--- config.mk ---
export PLATFORM = sky130hd
export DESIGN_NAME = gpio_int_arbiter
export DESIGN_NICKNAME = d
export VERILOG_FILES = /design/src/rtl/gpio_arb_pkg.sv /design/src/rtl/gpio_rr_pick.sv /design/src/rtl/gpio_int_arbiter.sv
export SDC_FILE = /design/constraint.sdc
export NUM_CORES = 1
export LEC_CHECK = 0
export CORE_ASPECT_RATIO = 0.9
export CORE_MARGIN = 2
export CORE_UTILIZATION = 35
export DETAILED_ROUTE_END_ITERATION = 10
export HOLD_SLACK_MARGIN = 0.05
export MAX_ROUTING_LAYER = met4
export PLACE_DENSITY = 0.74
export SETUP_SLACK_MARGIN = 0.02
export SYNTH_ARGS = -nofsm -noshare
export SYNTH_HDL_FRONTEND = slang
export SYNTH_SLANG_ARGS = --single-unit
--- constraint.sdc ---
create_clock -name clk -period 3.9 [get_ports clk]
set_input_delay 0.78 -clock clk [delete_from_list [all_inputs] [get_ports clk]]
set_output_delay 0.78 -clock clk [all_outputs]
set_load 0.02 [all_outputs]
--- src/rtl/gpio_arb_pkg.sv ---
// Shared state encoding and default widths for the GPIO interrupt arbiter.
// TOTAL_GPIO falls back to 16 pins (4 groups) when the build does not set it.
`ifndef TOTAL_GPIO
`define TOTAL_GPIO 16
`endif

package gpio_arb_pkg;

  typedef enum logic [2:0] {
    IDLE    = 3'd0,
    ACK     = 3'd1,
    WAIT_DV = 3'd2,
    PUSH    = 3'd3,
    GUARD   = 3'd4
  } arb_state_t;

  localparam int VALUE_WIDTH  = 48;
  localparam int GRP_ID_WIDTH = 4;
  localparam int CNT_WIDTH    = 16;

endpackage

--- src/rtl/gpio_rr_pick.sv ---
// Wrapped priority search: first set bit of req strictly after ptr, wrapping to ptr itself.

module gpio_rr_pick #(
  parameter int unsigned N   = 4,
  parameter int unsigned IDW = 4
) (
  input  logic [N-1:0]   req,
  input  logic [IDW-1:0] ptr,
  output logic [IDW-1:0] sel,
  output logic           valid
);

  always_comb begin
    int unsigned idx;
    idx   = 0;
    sel   = '0;
    valid = 1'b0;
    for (int unsigned i = 1; i <= N; i++) begin
      idx = (32'(ptr) + i) % N;
      if (!valid && req[idx]) begin
        valid = 1'b1;
        sel   = IDW'(idx);
      end
    end
  end

endmodule

--- src/rtl/gpio_int_arbiter.sv ---
// Round-robin scheduler for GPIO group read-back interrupts; one transaction in flight.
// Define GPIO_ARB_TIMEOUT_EN to bound the WAIT_DV state by TIMEOUT_CLKS cycles.

module gpio_int_arbiter
  import gpio_arb_pkg::*;
#(
  parameter int TOTAL_GRP    = (`TOTAL_GPIO + 3) >> 2,
  parameter int GRP_ID_WIDTH = gpio_arb_pkg::GRP_ID_WIDTH,
  parameter int VALUE_WIDTH  = gpio_arb_pkg::VALUE_WIDTH,
  parameter int GUARD_CLKS   = 4,
  parameter int TIMEOUT_CLKS = 64,
  parameter int CNT_WIDTH    = gpio_arb_pkg::CNT_WIDTH
) (
  input  logic                    clk,
  input  logic                    rst,
  input  logic                    arb_en,
  input  logic [TOTAL_GRP-1:0]    interrupt,
  output logic [TOTAL_GRP-1:0]    int_ack,
  input  logic                    rd_dv,
  input  logic [VALUE_WIDTH-1:0]  rd_data,
  output logic                    enc_valid,
  output logic [VALUE_WIDTH-1:0]  enc_data,
  input  logic                    enc_ready,
  output logic                    busy,
  output logic [GRP_ID_WIDTH-1:0] cur_grp,
  output logic [CNT_WIDTH-1:0]    svc_cnt,
  output logic                    timeout_err
);

  // One counter serves both GUARD and WAIT_DV; it restarts on every state change.
  localparam int CNT_MAX = (GUARD_CLKS > TIMEOUT_CLKS) ? GUARD_CLKS : TIMEOUT_CLKS;
  localparam int TW      = $clog2(CNT_MAX + 1);

  arb_state_t              state, state_nxt;
  logic [GRP_ID_WIDTH-1:0] ptr;
  logic [GRP_ID_WIDTH-1:0] pick_sel;
  logic                    pick_valid;
  logic [TOTAL_GRP-1:0]    grp_onehot;
  logic [TOTAL_GRP-1:0]    mask;
  logic [TW-1:0]           cnt;
  logic                    grant, capture, accept;

  assign grp_onehot = TOTAL_GRP'(1) << cur_grp;
  assign mask       = (state == GUARD) ? grp_onehot : '0;
  assign int_ack    = (state == ACK) ? grp_onehot : '0;
  assign enc_valid  = (state == PUSH);
  assign busy       = (state != IDLE);

  gpio_rr_pick #(
    .N   (TOTAL_GRP),
    .IDW (GRP_ID_WIDTH)
  ) u_pick (
    .req   (interrupt & ~mask),
    .ptr   (ptr),
    .sel   (pick_sel),
    .valid (pick_valid)
  );

`ifdef GPIO_ARB_TIMEOUT_EN
  logic to_hit;
  logic timeout_q;

  always_ff @(posedge clk) begin
    if (rst) timeout_q <= 1'b0;
    else     timeout_q <= to_hit;
  end

  assign timeout_err = timeout_q;
`else
  assign timeout_err = 1'b0;
`endif

  always_comb begin
    state_nxt = state;
    grant     = 1'b0;
    capture   = 1'b0;
    accept    = 1'b0;
`ifdef GPIO_ARB_TIMEOUT_EN
    to_hit    = 1'b0;
`endif
    case (state)
      IDLE: begin
        if (arb_en && pick_valid) begin
          grant     = 1'b1;
          state_nxt = ACK;
        end
      end
      ACK: begin
        if (rd_dv) begin
          capture   = 1'b1;
          state_nxt = PUSH;
        end else begin
          state_nxt = WAIT_DV;
        end
      end
      WAIT_DV: begin
        if (rd_dv) begin
          capture   = 1'b1;
          state_nxt = PUSH;
        end
`ifdef GPIO_ARB_TIMEOUT_EN
        else if (cnt == TW'(TIMEOUT_CLKS - 1)) begin
          to_hit    = 1'b1;
          state_nxt = GUARD;
        end
`endif
      end
      PUSH: begin
        if (enc_ready) begin
          accept    = 1'b1;
          state_nxt = GUARD;
        end
      end
      GUARD: begin
        if (cnt == TW'(GUARD_CLKS - 1)) state_nxt = IDLE;
      end
      default: state_nxt = IDLE;
    endcase
  end

  always_ff @(posedge clk) begin
    if (rst) begin
      state    <= IDLE;
      ptr      <= GRP_ID_WIDTH'(TOTAL_GRP - 1);
      cur_grp  <= '0;
      enc_data <= '0;
      svc_cnt  <= '0;
      cnt      <= '0;
    end else begin
      state <= state_nxt;
      if (grant) begin
        ptr     <= pick_sel;
        cur_grp <= pick_sel;
      end
      if (capture) enc_data <= rd_data;
      if (accept && (svc_cnt != '1)) svc_cnt <= svc_cnt + 1'b1;
      if (state_nxt != state)                        cnt <= '0;
      else if ((state == WAIT_DV) || (state == GUARD)) cnt <= cnt + 1'b1;
    end
  end

endmodule

==> results of run 1 <==
## synthesized netlist by cell type, drive strengths merged (3+ instances only)
library cell  number  share of area (%)
a211oi             4                1.1
nand2            109                 12
mux2i              3               0.91
nand3             10                1.9
a221oi             3               0.99
a21oi             55                8.4
a31oi              4               0.76
clkbuf            17                1.9
o21ai              8                1.8
dfxtp             78                 47
buf                9                1.6
nand3b             3               0.68
nor2              29                3.3
xor2               5                1.3
inv               11                1.3
xnor2             13                3.5
or3                4               0.76
nor4               7                1.5
nor3               8                1.2
## worst reg2reg max path: cells and delay by family, from the launching register on
kind | cells | cell delay (ns)
AO/OA/AOI/OAI | 1 | 0.26
AND/OR/NAND/NOR | 3 | 1.24
multiplexers | 1 | 0.21
flip-flops | 1 | 0.41
## layout make-up
type	instances	area (sq um)
clock buffers	11	151.4
inverters	11	41.29
well taps	122	152.6
fillers	867	4257
clock inverters	5	81.33
repair buffers	131	1299
flip-flops and latches	78	1562
multi-input cells	294	1582
## metal layers
layer / vias up / part of all wire [%] / GRT usage (%)
met5: - / 0 / -
met4: 0 / 1.1 / 4.715
met3: 10 / 6.8 / 4.942
met2: 105 / 47 / 26.92
met1: 1457 / 45 / 20.11
li1: 1602 / - / -
## registers in the layout, summed over array words and instances (netlist names)
| name | cells |
|---|---|
| enc_data | 48 |
| cur_grp | 2 |
| ptr | 2 |
| state | 3 |
| cnt | 7 |
| svc_cnt | 16 |
## logic make-up (layout without fill, tap and decap cells)
kind of cell | count (synthesis) | after routing | share of synthesized area, %
and+or+nand+nor | 185 | 185 | 25.55
AOI/OAI and AO/OA | 83 | 83 | 15.67
DFF | 78 | 78 | 47.45
buffers and inverters | 37 | 158 | 4.753
xor gates and xnor gates | 18 | 18 | 4.791
muxes | 3 | 3 | 0.9126
adders and majority gates | 2 | 2 | 0.7603
other | 1 | 3 | 0.1140
## how the worst min path moves through the flow
stage	to	cells past startpoint	startpoint	slack, ns
global placement	enc_data[38]	2	enc_data[38]	0.44
global route	enc_data[25]	2	enc_data[25]	0.47
detailed placement	enc_data[19]	2	enc_data[19]	0.45
floorplan	cnt[1]	2	cnt[1]	0.47
finish	enc_data[35]	2	enc_data[35]	0.45
CTS	enc_data[19]	2	enc_data[19]	0.46
## power by group through the flow
stage | logic [mW] | registers, mW | clock network [mW]
global route | 0.477 | 0.905 | 0.740
detailed placement | 0.444 | 0.913 | 0
floorplan | 0.193 | 0.960 | 0
global placement | 0.437 | 0.911 | 0
finish | 0.440 | 0.895 | 0.684
CTS | 0.446 | 0.895 | 0.707
==> metrics.cfg, run 1 <==
[status]
status = finished clean

[synthesis]
syn_avg_cell_area_sq_um = 8.085
yosys_most_used_dff = dfxtp_1
synth-edff-count = 0
ys_async_sr_fraction_pct = 0
synth_cells = 407
ys_ff_latch = 78
yosysWarnings = 0
seq_area_frac_synth_pct = 47.45
syn-cell-area_sq_um = 3291
synth.distinct_cells = 49

[critical_path]
cp_slowest_stage_delay_ns = 0.66
end_kind = primary output
cp_top_family = buffers and inverters
regToRegSetupSlack_ns = 1.66
crit_end = int_ack[1]
worstPathCellList = inv_1 > nor4_1 > clkdlybuf4s50_1
worstSetupStartpointType = register
worstPathArrival_ns = 2.03
r2r-end = svc_cnt[1]
reg2reg_depth = 5
critical_path.startpoint = cur_grp[0]
crit_cells = 3
crit_path_top_delay_cell = clkdlybuf4s50_1
path_class = reg2out
reg2reg_from = svc_cnt[7]
path_buf_inv = 2
worstPathMaxFanout = 7
cp.required_ns = 3.12

[clocking]
path_clk_slew_ns = 0.08
cts_setup_buffers = 0
h-tree-depth = 3
cts_max_path_buffers = 2
cts_root_buffer = clkbuf_8
hold_buffers = 0
cts.sinks = 78
numCtsBuffers = 9
cts_tree = done
post_cts_resized = 0
clk_latency_ns = 0.34

[min_path]
hold_path.class = reg2reg

[die]
start_util_pct = 36.06
chipHeight_microns = 95.99
fp.coreArea_sq_um = 9125
io_pins = 132
num_rows = 33
die_area_sq_um = 10190
die_w_microns = 106.2

[detailed_routing]
vias_per_cell = 4.868
wl_microns = 8416
dr.pass1.iters = 4
drt-wirelength-per-cell_microns = 12.91
drt-initial-drc-count = 140
num_vias = 3174
drc = 0
drtAntennaViolNets = 0

[pwr]
swShare_pct = 28.15
powerDensity_nw_per_um2 = 414.8
intPower_mw = 1.451
power_frac_seq_pct = 44.3
pwr-share-clk_pct = 33.9
p_comb_share_pct = 21.8
finalPower_mw = 2.019
irDropWorstVdd_uv = 227.8
p_switching_mw = 0.5684
leakage_nw = 1.666

[timing]
skew_ns = 0.006845
tightest_slew_ns = 0.9616
rsz0062_at_grt = no
layout_min_cycle_time_ns = 2.814
slew_headroom_pct = 35.36
min_period_over_period_pct = 72.15
fmax_ghz = 0.3554
setup_viol = 0
hold_viol = 0
whs_ns = 0.4544
fin_ws_ns = 1.086
finalMaxSlewViolations = 0
setup_tns_ns = 0

[place]
dpl-instance-area_sq_um = 4636
portBuffers = 128
dp_slack_ns = 1.404
hpwlAfterDp_microns = 6005
gp_congestion = 0.8603
dp.cells = 636

[flow_run]
maxCapViolCount = 0

[cells_and_area]
final_cells = 652
final_cell_mix = clkdlybuf4s50_1 (127), nand2_1 (109), dfxtp_1 (78)
final_nets = 584
fin_util_pct = 53.35
drive_gt1_share_pct = 5.849
synthToLayoutAreaGrowth_pct = 47.95
fin_area_sq_um = 4868
layout_commonest_cell = clkdlybuf4s50_1
diodes = 0

[grt]
grt_max_degree = 49
grt_pass1_vias = 2877
antenna_found_initial = 0
track_usage_pct = 16.55
grt_pass1_wl_microns = 13230
overflow = 0

Power figures use the tool's default switching activity.
==> run 2, diff against run 1 <==
--- a/config.mk
+++ b/config.mk
@@ -11,7 +11,7 @@
 export DETAILED_ROUTE_END_ITERATION = 10
 export HOLD_SLACK_MARGIN = 0.05
 export MAX_ROUTING_LAYER = met4
-export PLACE_DENSITY = 0.74
+export PLACE_DENSITY = 0.77
 export SETUP_SLACK_MARGIN = 0.02
 export SYNTH_ARGS = -nofsm -noshare
 export SYNTH_HDL_FRONTEND = slang
==> constraint.sdc (replaced) <==
create_clock -name clk -period 2.5 [get_ports clk]
set_input_delay 0.5 -clock clk [delete_from_list [all_inputs] [get_ports clk]]
set_output_delay 0.5 -clock clk [all_outputs]
set_load 0.02 [all_outputs]
==> run 2 against run 1 <==
Net effect: register-to-register slack lost 1.1 ns; total power grew 60%; sequential share of layout area shrank 0.32 points; sequential cell count is the same; sequential power grew 55%; worst setup slack lost 0.92 ns; non-clock buffer count grew 4; hold slack gained 0.0046 ns; core utilization grew 0.62 points; global-route usage grew 0.26 points; cell count grew 0.61%; die area is the same; largest power group unchanged; highest routed layer unchanged.
==> metrics.cfg, run 2 (synthesis results as in run 1) <==
[die]
fp.coreArea_sq_um = 9125  ; unchanged
io_pins = 132  ; unchanged
die_area_sq_um = 10190  ; unchanged
die_w_microns = 106.2  ; unchanged
start_util_pct = 36.06  ; unchanged
num_rows = 33  ; unchanged
chipHeight_microns = 95.99  ; unchanged

[timing]
skew_ns = 0.008802  ; +0.001957 ns
fin_ws_ns = 0.1615  ; -0.9248 ns
hold_viol = 0  ; unchanged
layout_min_cycle_time_ns = 2.339
setup_tns_ns = 0  ; unchanged
tightest_slew_ns = 0.5003  ; -0.4613 ns
min_period_over_period_pct = 93.54
setup_viol = 0  ; unchanged
rsz0062_at_grt = no
finalMaxSlewViolations = 0  ; unchanged
slew_headroom_pct = 66.18  ; +31 points
fmax_ghz = 0.4276

[critical_path]
cp_top_family = buffers and inverters
worstPathCellList = nand2b_1 > nor2_1 > nand2_1 > nor2_1 > clkdlybuf4s50_1
cp.required_ns = 2.00  ; -1.12 ns
path_buf_inv = 1  ; -1
cp_slowest_stage_delay_ns = 0.61  ; -0.05 ns
worstPathMaxFanout = 15  ; +8
r2r-end = cur_grp[0]
reg2reg_depth = 5  ; unchanged
end_kind = primary output
crit_cells = 5  ; +2
worstPathArrival_ns = 1.84  ; -0.19 ns
regToRegSetupSlack_ns = 0.60  ; -1.06 ns
worstSetupStartpointType = register
cpMostUsedCell = nor2_1
reg2reg_from = state[2]
path_class = reg2out
crit_path_top_delay_cell = clkdlybuf4s50_1

[detailed_routing]
num_vias = 3161  ; -0.41%
drt-initial-drc-count = 97  ; -31%
vias_per_cell = 4.819  ; -1.0%
drt-wirelength-per-cell_microns = 12.99  ; +0.64%
wl_microns = 8522  ; +1.3%
drc = 0  ; unchanged
drtAntennaViolNets = 0  ; unchanged
dr.pass1.iters = 4  ; unchanged

[clocking]
cts_tree = done
numCtsBuffers = 9  ; unchanged
h-tree-depth = 3  ; unchanged
clk_latency_ns = 0.35  ; about the same
cts_max_path_buffers = 2  ; unchanged
hold_buffers = 0  ; unchanged
cts_root_buffer = clkbuf_8
cts.sinks = 78  ; unchanged
path_clk_slew_ns = 0.09  ; about the same

[cells_and_area]
drive_gt1_share_pct = 6.929  ; +1.1 points
multi_input_area_sq_um = 1582  ; unchanged
final_cell_mix = clkdlybuf4s50_1 (126), nand2_1 (109), dfxtp_1 (76)
fin_util_pct = 53.97  ; +0.62 points
regArea_sq_um = 1564  ; +0.16%
largest_register_ffs = 48  ; unchanged
layout_commonest_cell = clkdlybuf4s50_1
synthToLayoutAreaGrowth_pct = 49.66
final_nets = 588  ; +0.68%
num-fill-cells = 850  ; -2.0%
top_register = enc_data
diodes = 0  ; unchanged
reg.largest.list = enc_data: 48 flops, svc_cnt: 16 flops, cnt: 7 flops

[pwr]
powerDensity_nw_per_um2 = 656.9  ; +58%
p_comb_share_pct = 21.9  ; about the same
swShare_pct = 28.02  ; -0.13 points
leakage_nw = 1.704  ; +2.3%
irDropWorstVdd_uv = 239.0  ; +4.9%
power_frac_seq_pct = 43.0  ; -1.3 points
pwr-share-clk_pct = 35.1  ; +1.2 points
intPower_mw = 2.329  ; +60%
p_switching_mw = 0.9066  ; +59%

[min_path]
min_to = enc_data[4]
hp-start = enc_data[4]
hold_path_depth = 2  ; unchanged
hold_path.class = reg2reg

[place]
dp_slack_ns = 0.2791  ; -1.125 ns
gp_congestion = 0.9274  ; +7.8%
hpwlAfterDp_microns = 6273  ; +4.5%
portBuffers = 128  ; unchanged

[grt]
antenna_found_initial = 0  ; unchanged
overflow = 0  ; unchanged
grt_max_degree = 38  ; -22%
grt_pass1_wl_microns = 13440  ; +1.6%
grt_pass1_vias = 2889  ; +0.42%
track_usage_pct = 16.81  ; +0.26 points

[flow_run]
maxCapViolCount = 0  ; unchanged

[status]
status = finished clean

run 2: changes by cell type in the layout (fill, tap and decap cells not counted), sizes merged:
cell	change
inv	+1
buf	+4
bufinv	+1
dlygate4sd2	+1
clkbuf	-2
clkdlybuf4s50	-1
clkinvlp	-1
clkinv	+1
run 2: cell type report:
| class | count | area share [%] |
|---|---|---|
| clock buffer | 9 | 2.515 |
| clock inverter | 7 | 2.464 |
| inverter | 11 | 0.8384 |
| multi-input combinational | 294 | 32.11 |
| sequential | 78 | 31.76 |
| tap | 122 | 3.100 |
| timing repair buffer | 135 | 27.21 |
run 2: worst max-delay path by stage:
stage               start     endpoint
2_1_floorplan  cur_grp[0]   int_ack[1]
3_3_place_gp    enc_ready  svc_cnt[13]
3_5_place_dp    enc_ready  svc_cnt[13]
4_1_cts          state[2]   int_ack[3]
5_1_grt          state[2]   int_ack[2]
6_report         state[2]   int_ack[3]
run 2: timing repair:
| action | in CTS | in global routing |
|---|---|---|
| endpoints found under the setup margin | 1 | 4 |
| gates cloned | 0 | 0 |
| setup buffers | 0 | 0 |
| resized for setup | 1 | 2 |
run 2: metal layers:
metal / up-vias / global-route usage [%] / share of wire, %
li1: 1605 / - / -
met2: 89 / 26.01 / 47
met3: 11 / 4.875 / 6.7
met4: 0 / 7.018 / 1.4
met1: 1456 / 20.69 / 45
met5: - / - / 0
run 2: worst register-to-register path: cells and delay by family (launching register included):
kind | cells | cell delay (ns)
flip-flops | 1 | 0.46
AO/OA/AOI/OAI | 4 | 0.80
AND/OR/NAND/NOR | 1 | 0.55
run 2: power by group through the flow:
stage | clock [mW] | sequential, mW | combinational [mW]
finish | 1.13 | 1.39 | 0.709
global route | 1.23 | 1.40 | 0.769
CTS | 1.17 | 1.39 | 0.717
detailed placement | 0 | 1.42 | 0.715
global placement | 0 | 1.41 | 0.707
floorplan | 0 | 1.50 | 0.301
run 2: metrics by stage:
stage	std cells	area [sq um]	hold slack [ns]	power [mW]
finish	656	4925	0.4591	3.235
global route	656	4925	0.4814	3.408
CTS	656	4922	0.4414	3.282
detailed placement	640	4678	0.4465	2.134
global placement	640	4678	0.4415	2.119
floorplan	409	3298	0.4685	1.799
==> run 3, diff against run 2 <==
--- a/config.mk
+++ b/config.mk
@@ -7,11 +7,11 @@
 export LEC_CHECK = 0
 export CORE_ASPECT_RATIO = 0.9
 export CORE_MARGIN = 2
-export CORE_UTILIZATION = 35
+export CORE_UTILIZATION = 39
 export DETAILED_ROUTE_END_ITERATION = 10
 export HOLD_SLACK_MARGIN = 0.05
 export MAX_ROUTING_LAYER = met4
-export PLACE_DENSITY = 0.77
+export PLACE_DENSITY = 0.83
 export SETUP_SLACK_MARGIN = 0.02
 export SYNTH_ARGS = -nofsm -noshare
 export SYNTH_HDL_FRONTEND = slang
==> run 3 against run 2 <==
Net effect: final area down 2.3%; clock skew is 0.0011 ns higher; critical path depth shrank 2; die area shrank 9.9%; hold slack worse by 0.0049 ns; count of clock-buffer cells in the layout rose by 2; worst setup slack worse by 0.032 ns; clock power shrank 26%; critical endpoint is now enc_valid.
==> metrics.cfg, run 3 (synthesis results as in run 1) <==
[die]
die_area_sq_um = 9190  ; -9.9%
die_w_microns = 100.8  ; -5.1%
chipHeight_microns = 91.15  ; -5.0%
num_rows = 31  ; -6.1%
io_pins = 132  ; unchanged
start_util_pct = 40.59  ; +4.5 points
fp.coreArea_sq_um = 8107  ; -11%

[critical_path]
end_kind = primary output
cp.required_ns = 2.00  ; about the same
worstSetupStartpointType = register
worstPathMaxFanout = 13  ; -2
path_class = reg2out
reg2reg_depth = 5  ; unchanged
worstPathArrival_ns = 1.87  ; +0.03 ns

[detailed_routing]
drt-wirelength-per-cell_microns = 13.43  ; +3.4%
drt-initial-drc-count = 98  ; +1.0%
num_vias = 3179  ; +0.57%
wl_microns = 8500  ; -0.26%
dr.pass1.iters = 4  ; unchanged
vias_per_cell = 5.022  ; +4.2%
drtAntennaViolNets = 0  ; unchanged
drc = 0  ; unchanged

[timing]
fmax_ghz = 0.4218  ; -1.4%
whs_ns = 0.4542  ; -0.004860 ns
setup_viol = 0  ; unchanged
fin_ws_ns = 0.1294  ; -0.03204 ns
finalMaxSlewViolations = 0  ; unchanged
hold_viol = 0  ; unchanged
setup_tns_ns = 0  ; unchanged
rsz0062_at_grt = no
skew_ns = 0.009903  ; +0.001102 ns
layout_min_cycle_time_ns = 2.371  ; +0.03205 ns
min_period_over_period_pct = 94.82  ; +1.3 points

[clocking]
clk_latency_ns = 0.34  ; about the same
hold_buffers = 0  ; unchanged
cts_setup_buffers = 0  ; unchanged
numCtsBuffers = 9  ; unchanged
path_clk_slew_ns = 0.08  ; about the same
h-tree-depth = 3  ; unchanged
cts_root_buffer = clkbuf_8
cts_tree = done
cts_max_path_buffers = 2  ; unchanged
cts.sinks = 78  ; unchanged
post_cts_resized = 2  ; +1

[status]
status = finished clean

[grt]
grt_pass1_wl_microns = 13670  ; +1.7%
grt_max_degree = 49  ; +29%
overflow = 0  ; unchanged
antenna_found_initial = 0  ; unchanged
grt_pass1_vias = 2926  ; +1.3%
track_usage_pct = 18.81  ; +2.0 points

[place]
gp_congestion = 0.8312  ; -10%
dp_slack_ns = 0.2730  ; -0.006113 ns
portBuffers = 128  ; unchanged
dp.cells = 617  ; -3.6%
hpwlAfterDp_microns = 6226  ; -0.76%
dpl-instance-area_sq_um = 4636  ; -0.91%

[cells_and_area]
synthToLayoutAreaGrowth_pct = 46.24
final_nets = 588  ; unchanged
reg.largest.list = enc_data: 48 flops, svc_cnt: 16 flops, cnt: 7 flops
fin_util_pct = 59.36  ; +5.4 points
final_cell_mix = clkdlybuf4s50_1 (126), nand2_1 (109), dfxtp_1 (77)
top_register = enc_data
diodes = 0  ; unchanged
largest_register_ffs = 48  ; unchanged
drive_gt1_share_pct = 6.367  ; -0.56 points
layout_commonest_cell = clkdlybuf4s50_1
fin_area_sq_um = 4812  ; -2.3%
final_cells = 633  ; -3.5%

[min_path]
hold_path.class = reg2reg
hold_path_depth = 2  ; unchanged

[flow_run]
maxCapViolCount = 0  ; unchanged

[pwr]
finalPower_mw = 2.927  ; -9.5%
leakage_nw = 1.667  ; -2.2%
irDropWorstVdd_uv = 389.7  ; +63%
powerDensity_nw_per_um2 = 608.3  ; -7.4%

## run 3: metal layers
metal / vias up / part of all wire [%] / track usage [%]
met4: 0 / 1.1 / 3.767
met3: 9 / 7.2 / 6.390
li1: 1610 / - / -
met1: 1456 / 43 / 21.58
met5: - / 0 / -
met2: 104 / 49 / 31.89
## run 3: path summary, 6_finish.rpt
check                    start            to  slack (ns)
hold / removal    enc_data[31]  enc_data[31]        0.45
setup reg to reg      state[1]        ptr[0]        0.54
hold reg to reg   enc_data[31]  enc_data[31]        0.45
setup / recovery      state[1]     enc_valid        0.13
## run 3: power breakdown
part / switching [mW] / internal (mW) / total (mW)
Clock: 0.452 / 0.388 / 0.840
Combinational: 0.370 / 0.321 / 0.691
Sequential: 0.0663 / 1.33 / 1.40
Total: 0.889 / 2.04 / 2.93
## run 3: area by class of cell
type | count | area (sq um)
clock buffer | 11 | 141.4
fill | 720 | 3294
clock inverter | 5 | 35.03
sequential | 78 | 1563
tap | 99 | 123.9
inverter | 11 | 41.29
multi-input combinational | 294 | 1580
timing repair buffer | 135 | 1328
## run 3: worst max-delay path: stages (launching register included)
cell	delay, ns
dfxtp_1	0.60
nand2_1	0.15
nor2_1	0.16
clkdlybuf4s50_1	0.62
==> RTL change: new RTL, flow settings as in run 3 <==
Add a define of `GPIO_ARB_TIMEOUT_EN`.
--- a/src/rtl/gpio_int_arbiter.sv
+++ b/src/rtl/gpio_int_arbiter.sv
@@ -2,2 +2,4 @@
 // Define GPIO_ARB_TIMEOUT_EN to bound the WAIT_DV state by TIMEOUT_CLKS cycles.
+
+`define GPIO_ARB_TIMEOUT_EN
 
Check against the original RTL: no difference found for any inputs over 4 cycles, from zero or initial values and one cycle with rst high; that may be too few to reach the edited logic, so the function may still have changed.
==> RTL change against run 3 <==
  * Sequential cell count up 1
  * Clock power up 3.9%
  * Design area up 0.70%
  * Routed wire length up 0.69%
  * Setup slack better by 0.040 ns
  * First-iteration DRC count up 20%
  * Total power up 0.65%
  * Synthesized area down 0.76%
  * Global-route usage up 0.61 points
  * Synthesized cell count down 0.25%
  * Count of clock-buffer cells in the layout down 2
  * Combinational power down 1%
  * Critical path type unchanged
  * Largest power group unchanged
  * Highest routed layer unchanged
==> RTL change: results (changes against run 3) <==
stage;metric;value;unit;change
placed_design;dp_hpwl;6.19;mm;-0.55%
layout;sh_seq_area;32.6;%;+0.16 points
pwr;power_switching_share;31.1;%;+0.73 points
hold_path;min_path_type;register to register;;
layout;multi_input_gates;299;;+1.7%
synthesis;ys_ff_latch;79;;+1.3%
routing;vias;3185;;+0.19%
placed_design;numPortBuffers;129;;+0.78%
layout;num-nets-final;591;;+0.51%
synthesis;synthTopCellsByCount;nand2_1, dfxtp_1, a21oi_1;;
routing;first_iter_violations;118;;+20%
layout;n_all_buffers;138;;+2.2%
layout;fillers;694;;-3.6%
synthesis;ys_seq_area_share;48.4;%;+0.98 points
routing;wl;8.56;mm;+0.69%
setup_path;crit_fanout;12;;-1
layout;bufAreaShareNonClock;28.3;%;+0.71 points
setup_path;crit_arrival;1.83;ns;-0.04 ns
outcome;status;finished clean;;
timing;fin_skew;0.0162;ns;+0.00625 ns
layout;multi_input_area_share;32.4;%;-0.44 points
layout;n_all_inverters;5;;-6
layout;drive_gt1_share;7.64;%;+1.3 points
pwr;clock_net_power;0.873;mW;+3.9%
hold_path;min_from;enc_data[23];;
setup_path;r2r_start;cur_grp[1];;
synthesis;ys_top_cells_by_area;dfxtp_1, nand2_1, a21oi_1, nor2_1, xnor2_1;;
cts;cts-htree-levels;3;;unchanged
global_routing;grt_usage;19.4;%;+0.61 points
layout;antennaDiodeCount;0;;unchanged
pwr;comb-power;0.684;mW;-1%
layout;clkCellAreaFrac;3.72;%;+0.052 points
global_routing;antenna_found_initial;0;;unchanged
global_routing;grt_pass1_wl;14.0;mm;+2.2%
placed_design;place_congestion;0.851;;+2.3%
global_routing;grt_pass1_vias;3002;;+2.6%
synthesis;synth.distinct_cells;43;;-12%
pwr;ir_worst_vdd;0.473;mV;+21%
synthesis;yosys_most_used_dff;dfxtp_1;;
RTL change: routing by layer:
metal | track usage [%] | share of wire [%] | vias to the layer above
li1 | - | - | 1597
met1 | 22.4 | 43 | 1443
met2 | 31.9 | 48 | 130
met3 | 7.35 | 7.4 | 15
met4 | 4.68 | 1.3 | 0
met5 | - | 0 | -
RTL change: logic make-up (layout without fill, tap and decap cells):
group / Yosys count / count (layout) / share of synthesized area [%]
XOR/XNOR: 22 / 22 / 5.90
other: 1 / 2 / 0.115
adder cells (fa/ha/maj): 2 / 2 / 0.766
multiplexers: 4 / 4 / 1.26
AND/OR/NAND/NOR: 197 / 197 / 27.4
buffers and inverters: 29 / 159 / 3.91
flip-flops: 79 / 79 / 48.4
AO/OA/AOI/OAI: 72 / 72 / 12.3
RTL change: repair_timing:
| item | CTS | global route |
|---|---|---|
| endpoints found under the setup margin | 0 | 2 |
| resized for setup | 0 | 2 |
| setup buffers | 0 | 0 |
RTL change: worst max-delay path: stages (launching register included):
cell             delay (ns)
dfxtp_1                0.32
buf_4                  0.18
nor2_1                 0.13
nand3_1                0.11
nor2_1                 0.10
clkdlybuf4s50_1        0.64
RTL change: final timing paths:
path | slack, ns | cells after the start | to
max reg2reg | 0.33 | 5 | cnt[3]
min | 0.46 | 2 | enc_data[23]
min reg2reg | 0.46 | 2 | enc_data[23]
max | 0.17 | 5 | int_ack[3]
RTL change: stage by stage:
stage          cells  power, mW  utilization [%]  worst slack [ns]  cell area [um2]
2_1_floorplan    407       1.78                -             0.361             3270
3_3_place_gp     620       2.09             57.5             0.155             4660
3_5_place_dp     620       2.11             57.5            0.0991             4660
4_1_cts          636       2.98             59.7            0.0888             4840
5_1_grt          636       3.11             59.8            0.0656             4850
6_report         636       2.95             59.8             0.169             4850
